File: src/rtl/seq_alu_pkg.sv
// Shared definitions for seq_alu: operation codes and FSM state encoding.
package seq_alu_pkg;

  localparam logic [2:0] OP_ADD = 3'b000;
  localparam logic [2:0] OP_SUB = 3'b001;
  localparam logic [2:0] OP_AND = 3'b010;
  localparam logic [2:0] OP_OR  = 3'b011;
  localparam logic [2:0] OP_XOR = 3'b100;
  localparam logic [2:0] OP_MUL = 3'b101;
  localparam logic [2:0] OP_SHL = 3'b110;
  localparam logic [2:0] OP_CMP = 3'b111;

  typedef enum logic {
    ST_IDLE = 1'b0,
    ST_MUL  = 1'b1
  } state_t;

endpackage

File: src/rtl/alu_mul_seq.sv
// Shift-add unsigned multiplier, one multiplier bit per step.
// Ports:
//   clk, rst_n  clock / async active-low reset
//   load        capture a, b; clear accumulator and iteration counter
//   step        perform one shift-add iteration
//   a, b        multiplicand / multiplier (W bits)
//   last_c      current step is the final (W-th) iteration
//   product_c   accumulator value after the current step (2W bits)
module alu_mul_seq #(
  parameter int unsigned W = 8
) (
  input  logic            clk,
  input  logic            rst_n,
  input  logic            load,
  input  logic            step,
  input  logic [W-1:0]    a,
  input  logic [W-1:0]    b,
  output logic            last_c,
  output logic [2*W-1:0]  product_c
);

  localparam int unsigned RW = 2 * W;
  localparam int unsigned CW = $clog2(W);

  logic [RW-1:0] mcand;
  logic [RW-1:0] acc;
  logic [W-1:0]  mplier;
  logic [CW-1:0] cnt;
  logic [RW-1:0] addend_c;

  // Exposing the post-step sum lets the top register the product on the last edge.
  always_comb begin
    addend_c  = mplier[0] ? mcand : '0;
    product_c = acc + addend_c;
    last_c    = (cnt == CW'(W - 1));
  end

  // Multiplicand shifts left, multiplier shifts right: bit i meets a << i.
  always_ff @(posedge clk or negedge rst_n) begin
    if (!rst_n) begin
      mcand  <= '0;
      mplier <= '0;
      acc    <= '0;
      cnt    <= '0;
    end else if (load) begin
      mcand  <= RW'(a);
      mplier <= b;
      acc    <= '0;
      cnt    <= '0;
    end else if (step) begin
      acc    <= product_c;
      mcand  <= mcand << 1;
      mplier <= mplier >> 1;
      cnt    <= cnt + CW'(1);
    end
  end

endmodule

File: src/rtl/seq_alu.sv
// Registered ALU: eight operations on latched operands; MUL iterates W cycles.
// Ports:
//   clk, rst_n  clock / async active-low reset
//   start       request strobe, accepted only in IDLE
//   a, b        operands (W bits); cin carry/borrow in; sel operation
//   busy        high while a multiply is iterating
//   done        one-cycle pulse when result/flag/zero are updated
//   result      2W-bit registered result; flag carry/borrow/overflow; zero
module seq_alu
  import seq_alu_pkg::*;
#(
  parameter int unsigned W = 8
) (
  input  logic            clk,
  input  logic            rst_n,
  input  logic            start,
  input  logic [W-1:0]    a,
  input  logic [W-1:0]    b,
  input  logic            cin,
  input  logic [2:0]      sel,
  output logic            busy,
  output logic            done,
  output logic [2*W-1:0]  result,
  output logic            flag,
  output logic            zero
);

  localparam int unsigned RW  = 2 * W;
  localparam int unsigned SHW = $clog2(W) + 1;

  state_t         state, state_next;
  logic [W-1:0]   a_q, b_q;
  logic           cin_q;
  logic [2:0]     sel_q;
  logic           pend_q;

  logic           accept_c;
  logic           mul_load_c, mul_step_c, mul_last_c;
  logic [RW-1:0]  mul_prod_c;
  logic           busy_next_c, done_next_c, upd_c;
  logic [RW-1:0]  res_next_c;
  logic           flag_next_c, zero_next_c;

  logic [W:0]     sum_c, diff_c;
  logic [RW-1:0]  shl_c, alu_res_c;
  logic           alu_flag_c, alu_zero_c;

  assign accept_c = start && (state == ST_IDLE);

  alu_mul_seq #(.W(W)) u_mul (
    .clk       (clk),
    .rst_n     (rst_n),
    .load      (mul_load_c),
    .step      (mul_step_c),
    .a         (a),
    .b         (b),
    .last_c    (mul_last_c),
    .product_c (mul_prod_c)
  );

  // Single-cycle datapath, decoded from the latched operation.
  always_comb begin
    sum_c      = {1'b0, a_q} + {1'b0, b_q} + (W+1)'(cin_q);
    diff_c     = {1'b0, a_q} - {1'b0, b_q} - (W+1)'(cin_q);
    shl_c      = RW'(a_q) << b_q[SHW-1:0];
    alu_res_c  = '0;
    alu_flag_c = 1'b0;
    case (sel_q)
      OP_ADD: begin
        alu_res_c  = RW'(sum_c);
        alu_flag_c = sum_c[W];
      end
      OP_SUB: begin
        // Bit W of the (W+1)-bit difference is set exactly when a < b + cin.
        alu_res_c  = RW'(diff_c[W-1:0]);
        alu_flag_c = diff_c[W];
      end
      OP_AND: alu_res_c = RW'(a_q & b_q);
      OP_OR:  alu_res_c = RW'(a_q | b_q);
      OP_XOR: alu_res_c = RW'(a_q ^ b_q);
      OP_SHL: begin
        if (32'(b_q[SHW-1:0]) >= 32'(RW)) alu_res_c = '0;
        else                              alu_res_c = shl_c;
        alu_flag_c = |alu_res_c[RW-1:W];
      end
      OP_CMP: alu_flag_c = (a_q < b_q);
      default: alu_res_c = '0;
    endcase
    alu_zero_c = (sel_q == OP_CMP) ? (a_q == b_q) : (alu_res_c == '0);
  end

  // FSM state register.
  always_ff @(posedge clk or negedge rst_n) begin
    if (!rst_n) state <= ST_IDLE;
    else        state <= state_next;
  end

  // Next state and next output values.
  always_comb begin
    state_next  = state;
    mul_load_c  = 1'b0;
    mul_step_c  = 1'b0;
    busy_next_c = 1'b0;
    done_next_c = 1'b0;
    upd_c       = 1'b0;
    res_next_c  = alu_res_c;
    flag_next_c = alu_flag_c;
    zero_next_c = alu_zero_c;
    case (state)
      ST_IDLE: begin
        // A single-cycle op accepted last edge retires now, even if a new start is accepted.
        if (pend_q) begin
          upd_c       = 1'b1;
          done_next_c = 1'b1;
        end
        if (accept_c && (sel == OP_MUL)) begin
          state_next = ST_MUL;
          mul_load_c = 1'b1;
        end
      end
      ST_MUL: begin
        mul_step_c = 1'b1;
        if (mul_last_c) begin
          state_next  = ST_IDLE;
          upd_c       = 1'b1;
          done_next_c = 1'b1;
          res_next_c  = mul_prod_c;
          flag_next_c = |mul_prod_c[RW-1:W];
          zero_next_c = (mul_prod_c == '0);
        end else begin
          busy_next_c = 1'b1;
        end
      end
      default: state_next = ST_IDLE;
    endcase
  end

  // Operand latch and output registers.
  always_ff @(posedge clk or negedge rst_n) begin
    if (!rst_n) begin
      a_q    <= '0;
      b_q    <= '0;
      cin_q  <= 1'b0;
      sel_q  <= OP_ADD;
      pend_q <= 1'b0;
      busy   <= 1'b0;
      done   <= 1'b0;
      result <= '0;
      flag   <= 1'b0;
      zero   <= 1'b0;
    end else begin
      if (accept_c) begin
        a_q   <= a;
        b_q   <= b;
        cin_q <= cin;
        sel_q <= sel;
      end
      pend_q <= accept_c && (sel != OP_MUL);
      busy   <= busy_next_c;
      done   <= done_next_c;
      if (upd_c) begin
        result <= res_next_c;
        flag   <= flag_next_c;
        zero   <= zero_next_c;
      end
    end
  end

endmodule

File: config.mk
export PLATFORM = sky130hd
export DESIGN_NAME = seq_alu
export DESIGN_NICKNAME = d
export VERILOG_FILES = /design/src/rtl/seq_alu_pkg.sv /design/src/rtl/alu_mul_seq.sv /design/src/rtl/seq_alu.sv
export SDC_FILE = /design/constraint.sdc
export NUM_CORES = 1
export LEC_CHECK = 0
export CAP_MARGIN = 20
export CORE_MARGIN = 2
export CORE_UTILIZATION = 45
export CTS_CLUSTER_DIAMETER = 100
export DETAILED_ROUTE_END_ITERATION = 8
export GPL_ROUTABILITY_DRIVEN = 0
export SKIP_CTS_REPAIR_TIMING = 1
export SYNTH_ARGS = -nofsm -noshare
export SYNTH_HDL_FRONTEND = slang
export SYNTH_SLANG_ARGS = --single-unit
File: constraint.sdc
create_clock -name clk -period 7.7 [get_ports clk]
set_clock_uncertainty 0.05 [all_clocks]
set_input_delay 0.77 -clock clk [delete_from_list [all_inputs] [get_ports clk]]
set_output_delay 0.77 -clock clk [all_outputs]
set_load 0.03 [all_outputs]
# ---- After elaboration in Yosys (flattened, before gate mapping)
# Index checks and enable logic that the tools add are counted.
dict set report totals {
  inputBits 23
  register_bits 85
  wordCells 74
  output_inout_bits 20
}
dict set report op_classes {
  n_lt_le_gt_ge 1
  n_shift 1
  n_addsub 6
  bitwise_logic 4
  n_reduce_logical 9
  eq_ne 10
  mux 28
}
# operator n
set op_table {}
lappend op_table {{16-bit two-way mux} 8}
lappend op_table {{16-bit one-hot mux with 6 select lines} 1}
lappend op_table {{16-bit logical NOT} 2}
lappend op_table {{16-bit adder} 1}
lappend op_table {{8-bit two-way mux} 2}
lappend op_table {{8-bit OR reduction} 2}
lappend op_table {{8-bit by 4-bit << shifter with 16-bit output} 1}
lappend op_table {{3-bit == test (second input constant)} 5}
lappend op_table {{1-bit two-way mux} 12}
lappend op_table {{8-bit by 8-bit adder with 9-bit output} 1}
lappend op_table {{9-bit by 1-bit adder with 9-bit output} 1}
lappend op_table {{8-bit by 8-bit subtractor with 9-bit output} 1}
lappend op_table {{9-bit by 1-bit subtractor with 9-bit output} 1}
lappend op_table {{8-bit AND} 1}
lappend op_table {{8-bit == test} 1}
lappend op_table {{8-bit < comparator} 1}
lappend op_table {{8-bit OR} 1}
lappend op_table {{8-bit bitwise XOR} 1}
lappend op_table {{3-bit by 2-bit == test with 1-bit output (second input constant)} 2}
lappend op_table {{3-bit two-way mux} 2}
lappend op_table {{1-bit one-hot mux with 2 select lines} 2}
lappend op_table {{1-bit one-hot mux with 4 select lines} 1}
lappend op_table {{3-bit by 1-bit adder with 3-bit output (second input constant)} 1}
lappend op_table {{3-bit by 1-bit == test with 1-bit output (second input constant)} 1}
lappend op_table {{5 further kinds} 7}

# ---- Longest topological paths before layout
# Gate-level depths: netlist (run 1).
dict set report logic_depth {
  word_depth 7
  depth_mapped 13
  depth_no_buf 12
}

# ---- Cells and area by module
# A second synthesis (run 1) with hierarchy kept.
dict set report hier_totals {
  hier_cells 752
  hier_area_um2 6637.6
}
# module instances cells_each seq_area_each_um2 area_per_inst_um2
set modules_own_cells {}
lappend modules_own_cells {seq_alu 1 451 1051.0 3844.9}
lappend modules_own_cells {alu_mul_seq 1 301 1076.0 2792.7}

# ---- Least setup slack after synthesis (run 1)
# Ideal clock, no wire load.
dict set report synth_path {
  path_type {reg2reg}
  startpoint {register b_q[0]}
  endpoint {register zero}
  setup_slack_ns 4.490
  synth_period_minus_slack_ns 3.210
  arrival_ns 3.078
  t_required_ns 7.568
  path_stages_with_launch 13
  path_cell_list {dfrtp_1 buf_6 buf_2 inv_1 fa_1 ha_1 a211o_1 xor2_1 a22o_1 nor3_1 nand4_1 or4_1 a31oi_1}
}
dict set report synth_via {
  elab_chain_len 7
  word_cells_on_any_way 15
  classes_between {4 x add/sub; 1 x eq/ne; 1 x shift; 5 x mux; 3 x bitwise; 1 x reduce/logical}
}
# element line_no
set synth_rtl {}
lappend synth_rtl {{start: declaration} seq_alu.sv:32} ;# logic [W-1:0] a_q, b_q;
lappend synth_rtl {{start signal: assignment} seq_alu.sv:142} ;# b_q <= '0;
lappend synth_rtl {{start signal: assignment} seq_alu.sv:154} ;# b_q <= b;
lappend synth_rtl {{8-bit by 8-bit subtractor with 9-bit output, or another cell as far along} seq_alu.sv:64} ;# diff_c = {1'b0, a_q} - {1'b0, b_q} - (W+1)'(cin_q);
lappend synth_rtl {{9-bit by 1-bit subtractor with 9-bit output, or another cell as far along} seq_alu.sv:64}
lappend synth_rtl {{16-bit one-hot mux with 6 select lines} seq_alu.sv:68} ;# case (sel_q)
lappend synth_rtl {{16-bit logical NOT} seq_alu.sv:89} ;# alu_zero_c = (sel_q == OP_CMP) ? (a_q == b_q) : (alu_res_c == '0);
lappend synth_rtl {{1-bit two-way mux *} seq_alu.sv:89}
lappend synth_rtl {{1-bit two-way mux} seq_alu.sv:123} ;# if (mul_last_c) begin
lappend synth_rtl {{1-bit two-way mux *} seq_alu.sv:109} ;# case (state)
lappend synth_rtl {{end signal: assignment} seq_alu.sv:164} ;# zero <= zero_next_c;
lappend synth_rtl {{end: declaration} seq_alu.sv:25} ;# output logic zero
# Every way passes the cells marked *; elsewhere a longest branch is shown, timed or not. The select of a mux whose other input is x is not followed.
# A chain may end at the register's enable or synchronous reset.

# ---- Worst setup path in the final report (run 1)
dict set report layout_path {
  startpoint {register b_q[3]}
  endpoint {register zero}
}
# Same word-level chain as after synthesis.

==> flow_summary.toml, run 1 <==
[run_status]
run_status = "complete, no violations"

[timing]
postLayoutSetupSlackWorst_ns = 3.919
period_share_pct = 49.10
tns_ns = 0
slew_headroom_pct = 35.84
fmax_mhz = 264.5
hold_slack_ns = 0.2854
pins_over_slew_limit = 0
hold_viol_final = 0
setup_violations = 0
unrepaired_setup_endpoints_after_global_routing = "no"
post-route-min-period_ns = 3.781
worstMarginPinSlew_ns = 0.9604

[grt]
first_global_vias = 5375
initial_antenna_violation_count = 0
globalRouteOverflowTotal = 0
wire_length_of_the_first_global_routing_pass_um = 28440
grt_max_degree = 58
global_route_usage_over_all_layers_pct = 24.46

[place]
dpl_worst_slack_ns = 4.037
place_inst = 899
post-dp-hpwl_um = 13220
io_buffer_count = 42
postPlaceCellArea_um2 = 6812

[route]
first_pass_iters = 5
vias_per_cell = 6.013
drt_iter0_markers = 475
postRouteWirelength_um = 17460
via_count = 5502
final_antenna_net_count = 0
routed_wire_length_per_instance_um = 19.08
route.detailed.drc = 0

[pwr]
powerDensity_nw_per_um2 = 482.9
total_power_consumption_mw = 3.428
ir_worst_vdd_mv = 0.1907
p_leak_nw = 3.207

[clock_network]
worst_setup_hold_path_clk_slew_ns = 0.07
clock_insertion_delay_worst_skew_ns = 0.35
clock_sinks = 85
cts_root_buf = "clkbuf_16"
cts-root-to-sink-buffers = 2
tritoncts = "yes"
cts_made_buffers = 9
htree_levels = 3

[synth]
postSynthAreaPerCell_um2 = 8.882
synth_enable_flop_cells = 0
synth_top_flop_cell = "dfrtp_1"
synth.top_cell.area_share_pct = 33.82
synth_cells = 708
post-synth-top-area-cell = "dfrtp_1"
synth-warning-count = 0
synth.cell_area_um2 = 6289
synth_cell_types = 69
synthTopCellsByArea = "dfrtp_1 (34%), ha_1 (11%), nand2_1 (6.0%), o21ai_0 (5.0%), mux2_2 (4.5%)"
synthesized_nets = 792
register_area_share_after_synthesis_pct = 33.82
async_flop_share_pct = 100.0
ffs_latches_synth = 85

[critical_path]
r2r.worst_path.cells = 11
worst_flop_to_flop_path_startpoint = "b_q[3]"
timing.critical_path.from_type = "register"
rrSetupSlack_ns = 3.92
reg2reg_to = "zero"
critical_path.max_fanout = 14
slowest_delay_ns = 0.68
critPathSlowestCell = "dfrtp_1"
worstSetupPathType = "register to register"
critPathCaptureType = "register"
crit_chain = "clkinv_1, ha_1, ha_1, nor3_1, a211oi_1, xnor2_1, nor3_1, a211oi_1, nand2_1, or4_1, a31oi_1"
timing.critical_path.arrival_ns = 4.00
worst_ep_required_time_ns = 7.92

[finish]
layout.cells.non_filler = 915
final_area_um2 = 7098
final_layout_fill_cell_count = 1323
mostFrequentLayoutCell = "nand2_1"
layout_area_growth_over_synthesis_pct = 12.87
drive_gt1_share_pct = 7.347
num-nets-final = 814
commonest_cells_after_routing_fill_and_taps_aside = "nand2_1 (100), dfrtp_1 (85), o21ai_0 (63)"
fin_util_pct = 51.54
antenna_cells_inserted = 0

[min_path]
hp-class = "input pin to async pin"

[floorplanning]
fp-row-count = 43
width_of_the_chip_um = 122.2
boundaryPins = 43
die-area_um2 = 14940
initial_util_pct = 45.66
die_h_um = 122.2
floorplan.core_area_um2 = 13770

[run]
maxCapViolations = 0
## state kept, by name, indices dropped and copies added (netlist names)
register      count
a_q               8
zero              1
u_mul.mcand      16
state             1
cin_q             1
u_mul.acc        16
pend_q            1
u_mul.cnt         3
b_q               8
busy              1
flag              1
done              1
sel_q             3
u_mul.mplier      8
result           16
## routing by layer
metal / global-route usage [%] / vias to the layer above / share of wire, %
li1: - / 2589 / -
met2: 38.30 / 197 / 45
met4: 7.112 / 0 / 1.4
met1: 34.87 / 2695 / 47
met3: 4.043 / 21 / 6.3
met5: 0 / - / 0
## kinds of logic (layout without fill, tap and decap cells)
family	Yosys count	in the layout	synth area share [%]
buffers and inverters	67	94	4.238
multiplexers	48	48	8.734
flip-flops	85	85	33.82
AO/OA/AOI/OAI	195	195	19.98
XOR/XNOR	24	24	3.343
AND/OR/NAND/NOR	228	228	17.15
adder cells (fa/ha/maj)	61	61	12.73
## worst max-delay path by stage
stage               slack [ns]  startpoint    to  depth (start not counted)
finish                    3.92      b_q[3]  zero                         11
global route              3.61      b_q[3]  zero                         11
CTS                       4.02      b_q[0]  zero                         10
detailed placement        4.04      b_q[0]  zero                         10
global placement          4.12      b_q[0]  zero                         10
floorplan                 4.49      b_q[0]  zero                         12
## where the power goes
| part | internal, mW | leakage (nW) | switching [mW] |
|---|---|---|---|
| clock network | 0.237 | 0.139 | 0.180 |
| registers | 0.618 | 1.09 | 0.294 |
| logic | 0.883 | 1.98 | 1.21 |
## cell usage after synthesis (all sizes together), types with 18 or more instances
| cell | n |
|---|---|
| o21ai | 66 |
| mux2 | 25 |
| a21oi | 40 |
| a22oi | 18 |
| nand2 | 100 |
| clkbuf | 25 |
| mux2i | 20 |
| nor2 | 36 |
| inv | 31 |
| ha | 56 |
| dfrtp | 85 |
## layout make-up
cell class                      count  area (µm²)  area share (%)
Clock inverter                      4       30.03          0.4231
Sequential cell                    85        2127           29.97
Multi-Input combinational cell    556        3895           54.87
Inverter                           33       123.9           1.745
Clock buffer                       12       256.5           3.614
Tap cell                          180       225.2           3.173
Timing Repair Buffer               45       440.4           6.205
## critical path: cells and delay by family (launching register included)
| family | cells | cell delay (ns) |
|---|---|---|
| adder cells (fa/ha/maj) | 2 | 0.91 |
| buffers and inverters | 1 | 0.40 |
| XOR/XNOR | 1 | 0.17 |
| flip-flops | 1 | 0.68 |
| AND/OR/NAND/NOR | 4 | 0.66 |
| AO/OA/AOI/OAI | 3 | 0.83 |
No activity file was read; power rests on OpenSTA's default activity.
==> inputs of run 2 (changes only) <==
PLACE_DENSITY = 0.66   (was not set)
clock period = 3.1 ns   (was 7.7 ns; I/O delays follow)
==> flow_summary.toml, run 2 (synthesis gave the netlist of run 1 again) <==
[route]
routed_wire_length_per_instance_um = 18.48
final_antenna_net_count = 0
postRouteWirelength_um = 18190
vias_per_cell = 5.881
drt_iter0_markers = 466
via_count = 5787
first_pass_iters = 5
route.detailed.drc = 0

[critical_path]
critical_path.max_fanout = 3
critPathCaptureType = "register"
critical-path-top-delay-family = "compound AO/OA/AOI/OAI gates"
worstSetupPathType = "register to register"
timing.critical_path.from_type = "register"
crit_buf_inv = 0
slowest_delay_ns = 0.55
worst_ep_required_time_ns = 3.33
crit_chain = "fa_2, fa_2, a211oi_2, nor3b_1, o311a_1, o21a_1, o21ai_1, o21ai_1, or4_4, a31oi_4"
timing.critical_path.arrival_ns = 3.37
critPathSlowestCell = "or4_4"

[finish]
biggestRegsByFlops = "result x16, u_mul.acc x16, u_mul.mcand x16"
drive_gt1_share_pct = 18.78
mostFrequentLayoutCell = "nand2_1"
commonest_cells_after_routing_fill_and_taps_aside = "nand2_1 (100), dfrtp_1 (84), buf_4 (71)"
antenna_cells_inserted = 0
final_area_um2 = 7805
num-nets-final = 883
layout_area_growth_over_synthesis_pct = 24.11

[timing]
hold_slack_ns = -0.03379
postLayoutSetupSlackWorst_ns = -0.04173
slew_headroom_pct = 41.05
post-route-min-period_ns = 3.142
pins_over_slew_limit = 0
setup_violations = 1
fmax_mhz = 318.3
tns_ns = -0.04173
hold_viol_final = 32
period_share_pct = 101.3
worstMarginPinSlew_ns = 0.8822
unrepaired_setup_endpoints_after_global_routing = "yes"

[grt]
globalRouteOverflowTotal = 0
wire_length_of_the_first_global_routing_pass_um = 29500
first_global_vias = 5613
grt_max_degree = 58
initial_antenna_violation_count = 0
global_route_usage_over_all_layers_pct = 25.37

[run]
maxCapViolations = 0

[floorplanning]
die-area_um2 = 14940
width_of_the_chip_um = 122.2
die_h_um = 122.2
initial_util_pct = 45.66
boundaryPins = 43
fp-row-count = 43
floorplan.core_area_um2 = 13770

[clock_network]
htree_levels = 3
clock_insertion_delay_worst_skew_ns = 0.35
worst_setup_hold_path_clk_slew_ns = 0.07
cts-root-to-sink-buffers = 2
clock_sinks = 85
cts_made_buffers = 9
cts_root_buf = "clkbuf_16"
tritoncts = "yes"

[place]
post-dp-hpwl_um = 13900
postPlaceCellArea_um2 = 7316
io_buffer_count = 42

[pwr]
ir_worst_vdd_mv = 0.6362
p_leak_nw = 3.558
powerDensity_nw_per_um2 = 1211

[run_status]
failed_checks = "hold timing, setup timing"
run_status = "complete, but fails checks"

[min_path]
hp-class = "input pin to async pin"
run 2: cell types whose count changed in the layout (fill, tap and decap cells not counted), moves of 4 or more:
cell	previous run	this run
buf_4	4	71
o21ai_0	63	58
a21oi_1	40	36
a21oi_2	0	4
fa_1	5	1
fa_2	0	4
run 2: final timing paths:
kind	cells after the start	from	slack, ns	to
max in group asynchronous	2	rst_n	2.30	u_mul.mcand[2]
worst min register to register	2	u_mul.mplier[3]	0.44	u_mul.mplier[3]
worst min-delay path	1	rst_n	-0.03	done
worst max-delay path	10	a_q[0]	-0.04	zero
min in group clk	2	u_mul.mplier[3]	0.44	u_mul.mplier[3]
worst max register to register	10	a_q[0]	-0.04	zero
run 2: area by class of cell:
| type | count | area (µm²) |
|---|---|---|
| flip-flops and latches | 85 | 2128 |
| clock inverters | 6 | 62.56 |
| fillers | 1238 | 5968 |
| clock buffers | 10 | 239.0 |
| well taps | 180 | 225.2 |
| inverters | 33 | 123.9 |
| repair buffers | 114 | 965.9 |
| multi-input cells | 556 | 4060 |
run 2: metal layers:
metal	vias up	global-route usage, %	routed length [µm]
met1	2817	36.80	8333
met5	-	0	0
li1	2725	-	-
met3	22	4.275	1277
met4	0	7.615	275
met2	223	38.89	8301
run 2: through the flow:
step                      power [mW]  worst slack (ns)  utilization [%]  cells  hold WS [ns]
final                          9.454          -0.04173            56.67    984      -0.03379
after global routing           10.16           -0.1589            56.67    984       0.03981
after CTS                      9.201           -0.2990            55.31    981     -0.005001
after detailed placement       8.054           -0.2761            53.12    965        0.3744
after global placement         7.912           -0.1810            53.12    965        0.3663
after floorplan                5.921           0.01846                -    708      -0.03559
run 2: report_power, final:
group	internal, mW	leakage [nW]	switching [mW]
Sequential	1.54	1.08	0.406
Clock	0.643	0.140	0.463
Combinational	2.84	2.33	3.56
Total	5.02	3.56	4.43
==> inputs of run 3 (changes only) <==
CORE_ASPECT_RATIO = 0.8   (was not set)
==> flow_summary.toml, run 3 (synthesis gave the netlist of run 1 again) <==
[pwr]
p_leak_nw = 3.546
total_power_consumption_mw = 9.602
powerDensity_nw_per_um2 = 1247
ir_worst_vdd_mv = 0.5714

[finish]
layout.cells.non_filler = 978
biggestRegsByFlops = "result x16, u_mul.acc x16, u_mul.mcand x16"
num-nets-final = 877
commonest_cells_after_routing_fill_and_taps_aside = "nand2_1 (100), dfrtp_1 (84), buf_4 (66)"
mostFrequentLayoutCell = "nand2_1"
layout_area_growth_over_synthesis_pct = 22.48
antenna_cells_inserted = 0
drive_gt1_share_pct = 16.92

[critical_path]
critPathCaptureType = "register"
crit_buf_inv = 2
rrSetupSlack_ns = -0.06
timing.critical_path.from_type = "register"
timing.critical_path.arrival_ns = 3.39
crit_chain = "buf_4, fa_2, fa_2, buf_4, xor2_1, mux2_2, o221ai_1, and4b_1, nand4_1, or4_1, a31oi_1"
critical_path.max_fanout = 7
critical-path-top-delay-family = "simple AND/OR/NAND/NOR gates"
critPathSlowestCell = "or4_1"
worst_ep_required_time_ns = 3.33
worstSetupPathType = "register to register"
slowest_delay_ns = 0.49

[grt]
grt_max_degree = 49
global_route_usage_over_all_layers_pct = 25.57
initial_antenna_violation_count = 0
wire_length_of_the_first_global_routing_pass_um = 29140
globalRouteOverflowTotal = 0
first_global_vias = 5547

[place]
dpl_worst_slack_ns = -0.1648
place_inst = 961
post-dp-hpwl_um = 14130
io_buffer_count = 42

[timing]
setup_violations = 1
hold_viol_final = 0
period_share_pct = 102.0
tns_ns = -0.06187
unrepaired_setup_endpoints_after_global_routing = "yes"
postLayoutSetupSlackWorst_ns = -0.06187
hold_slack_ns = 0.4312
worstMarginPinSlew_ns = 0.8704
slew_headroom_pct = 41.53
pins_over_slew_limit = 0
post-route-min-period_ns = 3.162
fmax_mhz = 316.3

[route]
first_pass_iters = 6
via_count = 5757
route.detailed.drc = 0
postRouteWirelength_um = 18370
drt_iter0_markers = 644
vias_per_cell = 5.887
final_antenna_net_count = 0
routed_wire_length_per_instance_um = 18.78

[floorplanning]
boundaryPins = 43
width_of_the_chip_um = 136.2
die-area_um2 = 14940
fp-row-count = 38
floorplan.core_area_um2 = 13600
die_h_um = 109.7
initial_util_pct = 46.25

[clock_network]
clock_insertion_delay_worst_skew_ns = 0.36
tritoncts = "yes"
htree_levels = 3
cts_made_buffers = 9
cts-root-to-sink-buffers = 2
clock_sinks = 85
cts_root_buf = "clkbuf_16"
worst_setup_hold_path_clk_slew_ns = 0.06

[min_path]
hp-class = "register to register"

[run]
maxCapViolations = 0

[run_status]
failed_checks = "setup timing"
run_status = "complete, but fails checks"
run 3: cell count changes in the layout (fill, tap and decap cells not counted), moves of 3 or more:
cell	change
buf_4	-5
a21oi_1	+3
a21oi_2	-3
ha_1	+3
clkinvlp_4	-3
run 3: per-layer routing:
layer  global-route usage [%]  wire [µm]  vias up
li1                         -          -     2713
met5                        0          0        -
met1                    36.14       8422     2767
met2                    37.72       7964      251
met3                    7.838       1651       26
met4                    7.366        331        0
run 3: through the flow:
step | utilization, % | cell area [µm²]
after floorplan | - | 6300
after global placement | 53.58 | 7286
after detailed placement | 53.58 | 7286
after CTS | 55.92 | 7604
after global routing | 56.64 | 7702
final | 56.64 | 7702
run 3: worst reg2reg max path, cell delays in order (launching register included):
cell,delay [ns]
dfrtp_2,0.41
buf_4,0.17
fa_2,0.42
fa_2,0.36
buf_4,0.14
xor2_1,0.16
mux2_2,0.18
o221ai_1,0.15
and4b_1,0.29
nand4_1,0.12
or4_1,0.49
a31oi_1,0.14
run 3: power by group:
group	internal, mW	switching (mW)	leakage [nW]	total (mW)
Sequential	1.54	0.403	1.08	1.95
Combinational	2.85	3.64	2.30	6.50
Clock	0.677	0.479	0.157	1.16
Total	5.08	4.53	3.55	9.60
run 3: path summary, 6_finish.rpt:
check | startpoint | end | cells after the start
worst max-delay path | a_q[0] | zero | 11
worst min-delay path | u_mul.mplier[2] | u_mul.mplier[2] | 2
worst max register to register | a_q[0] | zero | 11
worst min register to register | u_mul.mplier[2] | u_mul.mplier[2] | 2
max in group asynchronous | rst_n | a_q[0] | 3
min in group asynchronous | rst_n | u_mul.mcand[14] | 2
run 3: cell type report:
cell class | count | area, µm²
multi-input cells | 556 | 3991
repair buffers | 108 | 915.9
flip-flops and latches | 85 | 2128
well taps | 180 | 225.2
fillers | 1217 | 5896
inverters | 33 | 123.9
clock buffers | 11 | 252.7
clock inverters | 5 | 65.06
==> variant 1, RTL diff (settings of run 2) <==
`W` is set to 8 in 2 places; all go to 16.
--- a/src/rtl/alu_mul_seq.sv
+++ b/src/rtl/alu_mul_seq.sv
@@ -7,7 +7,7 @@
 //   last_c      current step is the final (W-th) iteration
 //   product_c   accumulator value after the current step (2W bits)
 module alu_mul_seq #(
-  parameter int unsigned W = 8
+  parameter int unsigned W = 16
 ) (
   input  logic            clk,
   input  logic            rst_n,
--- a/src/rtl/seq_alu.sv
+++ b/src/rtl/seq_alu.sv
@@ -9,7 +9,7 @@
 module seq_alu
   import seq_alu_pkg::*;
 #(
-  parameter int unsigned W = 8
+  parameter int unsigned W = 16
 ) (
   input  logic            clk,
   input  logic            rst_n,
Interface: changed (resized a, b and result); port bits go from 43 to 75. The function was not compared with the original's and may differ.
==> variant 1 against run 2 <==
  * Critical path type unchanged
  * The flow finishes with violations (setup timing)
  * Routed wire length rose to 2.6 times the old value
  * Area after synthesis up 100%
  * Final area up 130%
  * Cell count up 130%
  * Highest routed layer unchanged
  * Worst setup slack worse by 0.50 ns
  * Largest cell class unchanged
  * Sequential cell count up 73
  * Critical path depth up 6
Power is not shown: default switching activity piles up to over one toggle a cycle in this logic, so the estimate is an artifact.
==> variant 1: results (changes against run 2) <==
| Result | Value | Unit | Change |
|---|---|---|---|
| Status | finished with violations | - |  |
| Violated checks | setup timing | - |  |
| Number of cell instances on the worst register-to-register path | 16 | - | +6 |
| Critical Path Slowest Stage Cell | dfrtp_2 | - |  |
| Met2 wirelength from detailed routing | 20300 | microns | +140% |
| CP max stage delay | 0.45 | ns | -0.10 ns |
| Net count of the finished layout | 2044 | - | +130% |
| Worst Path Arrival | 3.96 | ns | +0.59 ns |
| Cells after Synth | 1521 | - | +110% |
| CTS Buf Count | 17 | - | +8 |
| Via/cell ratio | 5.95 | - | +1.2% |
| Slew Limit Headroom | 46.2 | % | +5.1 points |
| Largest registers in the final layout | result: 32 flops, u_mul.acc: 32 flops, u_mul.mcand: 32 flops | - |  |
| Layout Cells excl Fill | 2280 | - | +130% |
| Final setup violation count | 17 | - | +16 |
| Cell at the root of the clock tree | clkbuf_16 | - |  |
| Top post-synthesis cells by area | dfrtp_1 (31%), ha_1 (11%), nand2_1 (7.2%) | - |  |
| Share of cells above drive strength 1 | 30.3 | % | +12 points |
| Post-detailed-route wirelength per cell | 20.9 | microns | +13% |
| Post-placement cell count | 2232 | - | +130% |
| Most frequent cells after synthesis | nand2_1 (246), dfrtp_1 (158), o21ai_0 (132), ha_1 (111), nor2_1 (91) | - |  |
| Met1 WL | 20600 | microns | +150% |
| CP top delay family | simple AND/OR/NAND/NOR gates | - |  |
| Final WS setup | -0.537 | ns | -0.495 ns |
| Via count of the first global-routing pass | 12900 | - | +130% |
| Overall Global Routing Usage | 30.9 | % | +5.5 points |
| Total negative slack for setup checks | -2.48 | ns | -2.44 ns |
| Worst r2r src | u_mul.mplier[0] | - |  |
| Distinct cell type count after synthesis | 73 | - | +5.8% |
| Post-Syn Nets | 1676 | - | +110% |
| Number of buffers added on ports | 74 | - | +76% |
| Detailed-routing iteration count for the pre-antenna-repair pass | 6 | - | +1 |
| Top fanout value on the critical path | 13 | - | +10 |
| Number of violations reported at the end of detailed-routing iteration 0 | 1685 | - | +260% |
| Number of H-tree levels | 4 | - | +1 |
| Met3 wirelength from detailed routing | 5230 | microns | +310% |
| Sequential area share after synthesis | 30.9 | % | -2.9 points |
## variant 1: cell types whose count changed after synthesis, moves of 21 or more
cell,before,now
a22oi_1,18,42
clkbuf_1,25,78
nand2_1,100,246
ha_1,56,111
o22ai_1,4,26
dfrtp_1,85,158
o21ai_0,63,132
a21oi_1,40,88
inv_1,31,60
xnor2_1,12,33
mux2_2,25,46
nor2_1,36,91
## variant 1: layer usage
| metal | vias up | global-route usage [%] |
|---|---|---|
| met5 | - | 0 |
| met4 | 0 | 11.0 |
| met3 | 123 | 8.69 |
| met2 | 728 | 44.9 |
| met1 | 6496 | 43.8 |
| li1 | 6219 | - |
## variant 1: stage by stage
stage	hold slack (ns)	cell area, sq um	setup slack [ns]
final	0.389	17700	-0.537
after global routing	0.451	17700	-0.698
after CTS	-0.171	17100	-0.676
after detailed placement	0.291	16500	-0.593
after global placement	0.284	16500	-0.519
after floorplan	-0.0356	13000	-0.134
## variant 1: worst max-delay path by stage
stage                          startpoint   end  cells past startpoint
after global placement    u_mul.mplier[0]  zero                     14
after global routing      u_mul.mplier[0]  flag                     16
final                     u_mul.mplier[0]  zero                     16
after floorplan           u_mul.mplier[0]  zero                     14
after detailed placement  u_mul.mplier[0]  zero                     14
after CTS                 u_mul.mplier[0]  zero                     14
## variant 1: cell type report
class / count / area, sq um
fill: 2345 / 10300
multi-input combinational: 1207 / 8830
sequential: 158 / 3960
timing repair buffer: 443 / 3560
tap: 378 / 473
clock buffer: 19 / 453
inverter: 62 / 243
clock inverter: 13 / 148
## variant 1: kinds of logic after synthesis
logic type,after synthesis,synth area share (%)
flip-flops,158,30.9
AO/OA/AOI/OAI,429,21.3
buffers and inverters,156,4.71
XOR/XNOR,54,3.69
AND/OR/NAND/NOR,514,18.4
adder cells (fa/ha/maj),116,11.6
multiplexers,94,9.38
==> variant 2, RTL diff (config.mk and constraints of run 2) <==
Without the edit above. Reset style: synchronous (`rst_n`), changed in 3 clocked blocks. Comments in the files are not updated.
--- a/src/rtl/alu_mul_seq.sv
+++ b/src/rtl/alu_mul_seq.sv
@@ -36,7 +36,7 @@
   end
 
   // Multiplicand shifts left, multiplier shifts right: bit i meets a << i.
-  always_ff @(posedge clk or negedge rst_n) begin
+  always_ff @(posedge clk) begin
     if (!rst_n) begin
       mcand  <= '0;
       mplier <= '0;
--- a/src/rtl/seq_alu.sv
+++ b/src/rtl/seq_alu.sv
@@ -90,7 +90,7 @@
   end
 
   // FSM state register.
-  always_ff @(posedge clk or negedge rst_n) begin
+  always_ff @(posedge clk) begin
     if (!rst_n) state <= ST_IDLE;
     else        state <= state_next;
   end
@@ -136,7 +136,7 @@
   end
 
   // Operand latch and output registers.
-  always_ff @(posedge clk or negedge rst_n) begin
+  always_ff @(posedge clk) begin
     if (!rst_n) begin
       a_q    <= '0;
       b_q    <= '0;
Function: differs if rst_n is asserted again (counterexample within 4 cycles, from zero or initial values and one cycle with rst_n low); with rst_n held inactive, the same outputs for 4 cycles.
==> variant 2 against run 2 <==
  * Sequential cell count did not move
  * Worst setup slack better by 0.10 ns
  * Core utilization shrank 0.55 points
  * Routed wire length rose by 0.79%
  * Area after synthesis grew 0.14%
  * Final area shrank 0.98%
  * Critical path type unchanged
  * Critical endpoint is now zero
Power is left out: it rests on default switching activity, and per cell area and clock period it moved more than threefold.
==> variant 2: results (changes against run 2) <==
| Result | Value | Unit | Change |
|---|---|---|---|
| Status | complete, no violations | - |  |
| Multiplexer fraction of the synthesized cell area | 6.62 | % | -2.1 points |
| CP top delay family | simple AND/OR/NAND/NOR gates | - |  |
| Most frequent cells after synthesis | nand2_1 (112), dfxtp_1 (85), nor2_1 (67), ha_1 (56), a21oi_1 (41) | - |  |
| CTS clk-pin slew, worst paths | 0.07 | ns | about the same |
| Via/cell ratio | 5.82 | - | -0.98% |
| DP Wirelength | 14200 | microns | +2.0% |
| Number of violations reported at the end of detailed-routing iteration 0 | 661 | - | +42% |
| Worst Path Arrival | 3.28 | ns | -0.09 ns |
| Via count of the first global-routing pass | 5891 | - | +5.0% |
| Number of inserted filler cells in the final layout | 1277 | - | +3.2% |
| Wire length of the first global-routing pass | 29200 | microns | -0.98% |
| Detailed-routing iteration count for the pre-antenna-repair pass | 6 | - | +1 |
| Critical Path Slowest Stage Cell | fa_2 | - |  |
| Combinational family with the most area after synthesis | compound AO/OA/AOI/OAI gates | - |  |
| Fraction of registers with async set/reset | 0 | % | -100 points |
| Final setup violation count | 0 | - | -1 |
| Total wire length | 18300 | microns | +0.79% |
| Overall Global Routing Usage | 25.0 | % | -0.37 points |
| Number of buffers added on ports | 42 | - | unchanged |
| Most common flop cell mapped by yosys | dfxtp_1 | - |  |
| Top post-synthesis cells by area | dfxtp_1 (27%), ha_1 (11%), nand2_1 (6.7%) | - |  |
| Share of cells above drive strength 1 | 14.6 | % | -4.1 points |
| Post-synthesis share of cell area spent on xor and xnor gates | 3.76 | % | +0.41 points |
| Largest net degree at the start of global routing | 63 | - | +8.6% |
| Sequential area share after synthesis | 27.0 | % | -6.8 points |
| Worst Max-Slew Pin Slew | 0.962 | ns | +0.0802 ns |
| Worst slack after detailed placement | -0.0788 | ns | +0.197 ns |
| Worst hold path class | flip-flop to flip-flop | - |  |
| Net count of the finished layout | 953 | - | +7.9% |
| CP max stage delay | 0.59 | ns | +0.04 ns |
| Cell area reported after detailed placement | 7300 | sq um | -0.26% |
| Adder-cell share of the synthesized area | 12.7 | % | -0.018 points |
| Post-Syn Nets | 868 | - | +9.6% |
| Distinct cell type count after synthesis | 68 | - | -1.4% |
| Complex-gate fraction of the synthesized area | 23.5 | % | +3.5 points |
==> variant 2: changes by cell type in the layout (fill, tap and decap cells not counted), moves of 9 or more <==
| cell | run 2 | this run |
|---|---|---|
| dfrtp_1 | 84 | 0 |
| dfxtp_1 | 0 | 78 |
| o21ai_0 | 58 | 20 |
| a21boi_0 | 0 | 32 |
| nor2_1 | 36 | 67 |
| mux2_2 | 25 | 1 |
| mux2i_1 | 20 | 36 |
| a211oi_1 | 5 | 17 |
| nand2_1 | 100 | 112 |
| nor2b_1 | 7 | 18 |
| a22oi_1 | 18 | 9 |
==> variant 2: metrics by stage <==
step	hold slack, ns	setup TNS (ns)	instances
floorplan	0.393	0	784
finish	0.420	0	1054
global route	0.461	-0.0243	1054
CTS	0.425	-0.107	1051
global placement	0.405	-0.100	1035
detailed placement	0.417	-0.0832	1035
==> variant 2: path summary, 6_finish.rpt <==
check | start | to | slack (ns) | cells after the start
hold reg to reg | result[6] | result[6] | 0.42 | 2
setup / recovery | a_q[0] | zero | 0.06 | 10
hold / removal | result[6] | result[6] | 0.42 | 2
setup reg to reg | a_q[0] | zero | 0.06 | 10
==> variant 2: final cells by class <==
| cell class | count | area [sq um] | area share [%] |
|---|---|---|---|
| Clock inverter | 7 | 80.1 | 1.04 |
| Sequential cell | 85 | 1710 | 22.1 |
| Multi-Input combinational cell | 622 | 4380 | 56.6 |
| Inverter | 36 | 135 | 1.75 |
| Clock buffer | 9 | 225 | 2.91 |
| Tap cell | 180 | 225 | 2.91 |
| Timing Repair Buffer | 115 | 976 | 12.6 |
==> variant 2: per-layer routing <==
layer  track usage [%]  vias up  wire length (microns)
met5                 0        -                      0
met4              8.76        0                    408
met3              4.88       32                   1380
met2              40.0      249                   8300
met1              33.6     2893                   8240
li1                  -     2964                      -
